==> src/rtl/apl_req_sched.sv <==
// apl_req_sched: round-robin OpenCAPI request scheduler with per-stream outstanding limits and stream flush.
module apl_req_sched #(
  parameter int nstrms    = 64,
  parameter int sid_width = $clog2(nstrms),
  parameter int max_out   = 256,
  parameter int cnt_width = $clog2(max_out+1)
) (
  input  logic                 clk,
  input  logic                 reset,
  input  logic [nstrms-1:0]    i_req_v,
  output logic [nstrms-1:0]    i_req_r,
  output logic                 o_req_v,
  input  logic                 o_req_r,
  output logic [sid_width-1:0] o_req_sid,
  input  logic                 i_rsp_v,
  output logic                 i_rsp_r,
  input  logic [sid_width-1:0] i_rsp_sid,
  input  logic                 i_flush_v,
  output logic                 i_flush_r,
  input  logic [sid_width-1:0] i_flush_sid,
  output logic                 o_flush_v,
  input  logic                 o_flush_r,
  output logic [sid_width-1:0] o_flush_sid,
  output logic                 o_err
);
  typedef enum logic [1:0] {IDLE, DRAIN, NOTIFY} fst_t;
  localparam logic [cnt_width-1:0] lim0 = cnt_width'(max_out);
  localparam logic [cnt_width-1:0] lim1 = cnt_width'(max_out - 1);
  fst_t st_q;
  logic req_v_q, req_v_d, err_q, flush_v_q, flush_r_q;
  logic can_load, hs, any, underflow, drained;
  logic [sid_width-1:0] req_sid_q, req_sid_d, rr_q, rr_d, fsid_q, gnt_sid;
  logic [cnt_width-1:0] cnt_q [nstrms];
  logic [cnt_width-1:0] cnt_d [nstrms];
  logic [nstrms-1:0] elig, hi, pick, gnt;
  assign can_load  = !req_v_q || o_req_r;
  assign hs        = req_v_q && o_req_r;
  assign any       = can_load && |elig;
  assign i_req_r   = reset ? gnt : '0;
  assign o_req_v   = req_v_q;
  assign o_req_sid = req_sid_q;
  assign i_rsp_r   = 1'b1;
  assign i_flush_r = flush_r_q;
  assign o_flush_v = flush_v_q;
  assign o_flush_sid = fsid_q;
  assign o_err     = err_q;
  // a request sitting in the output register already counts against its stream's limit
  always_comb begin
    elig = '0;
    cnt_d = cnt_q;
    for (int s = 0; s < nstrms; s++) begin
      elig[s] = i_req_v[s] && !(st_q != IDLE && fsid_q == sid_width'(s)) &&
                cnt_q[s] < ((req_v_q && req_sid_q == sid_width'(s)) ? lim1 : lim0);
      cnt_d[s] = (hs && req_sid_q == sid_width'(s) && !(i_rsp_v && i_rsp_sid == sid_width'(s))) ? cnt_q[s] + cnt_width'(1) :
                 (i_rsp_v && i_rsp_sid == sid_width'(s) && !(hs && req_sid_q == sid_width'(s)) && cnt_q[s] != '0) ? cnt_q[s] - cnt_width'(1) :
                 cnt_q[s];
    end
  end
  always_comb begin
    hi = elig & ~((nstrms'(1) << rr_q) - nstrms'(1));
    pick = (|hi) ? hi : elig;
    gnt_sid = '0;
    for (int i = nstrms - 1; i >= 0; i--) gnt_sid = pick[i] ? sid_width'(i) : gnt_sid;
    gnt = any ? nstrms'(1) << gnt_sid : '0;
    req_v_d = can_load ? |elig : req_v_q;
    req_sid_d = any ? gnt_sid : req_sid_q;
    rr_d = !any ? rr_q : (gnt_sid == sid_width'(nstrms - 1)) ? '0 : gnt_sid + sid_width'(1);
    underflow = i_rsp_v && cnt_q[i_rsp_sid] == '0 && !(hs && req_sid_q == i_rsp_sid);
    drained = cnt_d[fsid_q] == '0 && !(req_v_d && req_sid_d == fsid_q);
  end
  always_ff @(posedge clk or negedge reset) begin
    if (!reset) begin
      req_v_q <= 1'b0;
      req_sid_q <= '0;
      rr_q <= '0;
      err_q <= 1'b0;
      cnt_q <= '{default: '0};
    end else begin
      req_v_q <= req_v_d;
      req_sid_q <= req_sid_d;
      rr_q <= rr_d;
      err_q <= err_q | underflow;
      cnt_q <= cnt_d;
    end
  end
  always_ff @(posedge clk or negedge reset) begin
    if (!reset) begin
      st_q <= IDLE;
      fsid_q <= '0;
      flush_v_q <= 1'b0;
      flush_r_q <= 1'b1;
    end else begin
      case (st_q)
        IDLE: if (i_flush_v) begin
          st_q <= DRAIN;
          fsid_q <= i_flush_sid;
          flush_r_q <= 1'b0;
        end
        DRAIN: if (drained) begin
          st_q <= NOTIFY;
          flush_v_q <= 1'b1;
        end
        NOTIFY: if (o_flush_r) begin
          st_q <= IDLE;
          flush_v_q <= 1'b0;
          flush_r_q <= 1'b1;
        end
        default: st_q <= IDLE;
      endcase
    end
  end
endmodule

==> config.mk <==
export PLATFORM = sky130hd
export DESIGN_NAME = apl_req_sched
export DESIGN_NICKNAME = d
export VERILOG_FILES = /design/src/rtl/apl_req_sched.sv
export SDC_FILE = /design/constraint.sdc
export NUM_CORES = 2
export LEC_CHECK = 0
export CAP_MARGIN = 30
export CORE_ASPECT_RATIO = 1.1
export CORE_MARGIN = 4
export CORE_UTILIZATION = 32
export DETAILED_ROUTE_END_ITERATION = 8
export HOLD_SLACK_MARGIN = 0.12
export MAX_ROUTING_LAYER = met4
export SYNTH_ARGS = -nofsm -noshare
export SYNTH_HDL_FRONTEND = slang
export SYNTH_SLANG_ARGS = --single-unit
==> constraint.sdc <==
create_clock -name clk -period 8.2 [get_ports clk]
set_input_delay 1.64 -clock clk [delete_from_list [all_inputs] [get_ports clk]]
set_output_delay 1.64 -clock clk [all_outputs]
set_load 0.01 [all_outputs]
==> run summary <==
Initial Util: 0.322
Max_cap viols: 0
Full die area: 182000 um^2
Layout Area Growth over Synthesis: 28.9%
Initial antenna violation count: 20
Primary FF master, synth: dfrtp_1
H-tree depth: 3
Post-synthesis mux area share: 0.0128
Post-synthesis async set-or-reset flop share: 1.00
Synthesized flop and latch total: 600
Crit-path leading delay family: simple AND/OR/NAND/NOR gates
Number of synthesized flops with an enable pin: 0
Fin area: 72500 um^2
CP most frequent cell: ha_4
Worst Path Max Fanout: 7
Post-DP HPWL: 219000 um
Max Root-Sink Buffers: 3
CP Capture Type: output pin
Vias: 60400
Top-level I/O count: 163
Top cell type's share of synthesized area: 0.267
Non-Filler Instances: 10200
Design Power: 20800 uW
Hold Slack: 493 ps
Fraction of the mapped netlist area in compound gates: 0.216
Leading area contributor after synthesis: dfrtp_1
Post-synthesis cell count: 6753
Routed len/inst: 26.6 um
Main combinational cell family by area after synthesis: simple AND/OR/NAND/NOR gates
Critical Path RT: 6560 ps
Worst EP arrival: 7360 ps
Die Y: 448 um
Floorplan core area: 175000 um^2
Most frequent cell after synthesis: ha_1
Peak VDD IR: 0.259 mV
Port Buffers: 161
Utilization after layout: 0.415
Largest net degree at the start of global routing: 150
First-pass GRT wire length: 391000 um
Post-synthesis adder-cell area fraction: 0.144
R2R setup slack: 1000 ps
Max Freq: 111 MHz
Period Utilization, post-route: 1.10
Vias per cell: 5.93
CP max stage delay: 650 ps
Leak: 0.0329 uW
Initial DRT Pass Iterations: 9
Worst min path class: register to register
DR iter-0 viols: 5673
Overflow after GRT: 0
TritonCTS clock tree: built
Worst slew pin tran: 1090 ps
Register area share after synthesis: 0.267
Num CTS Buffers: 81
Power Dens Cells: 286 nW/um^2
Status: complete, but fails checks
Fin. max-slew vios: 0
Post-synth top cells: ha_1 (647), nand2_1 (628), dfrtp_1 (599)
Overall die width: 408 um
Number of global-route vias before repair: 57600
Finish-stage setup viols: 64
Failing checks: negative setup slack
CP Class: register to output pin
Placed cell areas: 68000 um^2
# nets final: 8560
Fraction of layout cells with a size suffix above 1: 0.204
Worst-skew pair later-pin latency: 740 ps
WP buf/inv: 10
Worst Skew: 37.7 ps
DRC: 0
Reg clk slew, reported paths: 60 ps
Antenna Nets Post-Route: 0
Post-Synth XOR/XNOR Area: 0.0729
CTS Sinks: 600
Synth top area cells: dfrtp_1 (27%), ha_1 (14%), xnor2_1 (4.4%)
Crit start category: register
Placement Rows: 161
Synth Area per Inst: 8.33 um^2
Setup repair after global routing missed its margin: true
Total Routed Length: 271000 um
Relative slew slack: 0.266
Dpl cells: 9977
Yosys cell types: 118
Netlist Area Pre-Place: 56200 um^2
Simple-gate area share of the yosys netlist: 0.244
Crit path time final: 9000 ps
Syn_nets: 7482
GRT Overall Usage: 0.295
Setup WS post-layout: -797 ps
Yosys warns: 0
Clock root buffer: clkbuf_16
CP max stage cell: or4b_4
Placer Congestion: 1.08
Final Hold Viols: 0
path summary, 6_finish.rpt:
path	from	end	cells after the start
worst max register to register	o_req_sid[2]$_DFF_PN0_	rr_q[4]$_DFFE_PN0P_	34
max in group asynchronous	reset	cnt_q[300]$_DFF_PN0_	3
worst max-delay path	o_req_sid[2]$_DFF_PN0_	i_req_r[27]	29
worst min-delay path	i_flush_r$_DFFE_PN1P_	i_flush_r$_DFFE_PN1P_	2
worst min register to register	i_flush_r$_DFFE_PN1P_	i_flush_r$_DFFE_PN1P_	2
min in group asynchronous	reset	cnt_q[473]$_DFF_PN0_	1
timing repair:
action / 4_1_cts / 5_1_grt
pin swaps: 45 / 59
buffers inserted: 33 / 29
resized for setup: 369 / 219
hold endpoints to repair: 0 / 0
setup endpoints to repair: 64 / 64
hold buffers: 0 / 0
power by group:
part	switching, uW	total [uW]	internal, uW
logic	7070	12200	5120
registers	1170	4720	3550
clock network	1590	3850	2270
kinds of logic (layout without fill, tap and decap cells):
kind of cell | count (synthesis) | in the layout
flip-flops | 600 | 600
XOR/XNOR | 468 | 468
AND/OR/NAND/NOR | 2628 | 2628
multiplexers | 61 | 61
buffers and inverters | 607 | 1753
AO/OA/AOI/OAI | 1741 | 1741
adder cells (fa/ha/maj) | 647 | 647
other | 1 | 14
metal layers:
layer	global-route usage	routed length, um
met2	0.451	119000
met3	0.0484	19400
met4	0.174	18800
met5	-	0
met1	0.369	113000
state kept, by name, indices dropped and copies added (netlist names):
name,cells
o_err,1
cnt_q,576
o_flush_v,1
o_flush_sid,6
i_flush_r,1
rr_q,6
o_req_sid,6
st_q,2
o_req_v,1
cell type report:
cell class | count | area (um^2)
multi-input cells | 5546 | 40100
clock buffers | 109 | 2290
clock inverters | 42 | 533
diodes | 13 | 32.5
repair buffers | 1259 | 10400
inverters | 343 | 1300
well taps | 2282 | 2860
flip-flops and latches | 600 | 15000
fillers | 17400 | 102000
tightest hold or removal path: cells and delay by family (launching register included):
kind,cells,cell delay [ps]
DFF,1,370
and+or+nand+nor,1,50
AOI/OAI and AO/OA,1,70
layout by cell type (no fill, tap or decap), drive strengths merged, types with 120 or more instances in the layout:
master	synthesis	routed
a211oi	129	129
a21oi	302	302
and3	124	124
buf	79	1164
dfrtp	599	599
ha	647	647
inv	340	348
nand2	628	628
nand3	274	274
nand4	177	177
nor2	443	443
nor3	305	305
nor4	143	143
o211ai	120	120
o21ai	321	321
xnor2	283	283
xor2	185	185
stage by stage:
| stage | setup WS, ps | TNS [ps] |
|---|---|---|
| after floorplan | 161 | 0 |
| after global placement | -976 | -53310 |
| after detailed placement | -927 | -49660 |
| after CTS | -708 | -36320 |
| after global routing | -975 | -48750 |
| final | -797 | -39140 |
Power figures use the tool's default switching activity.
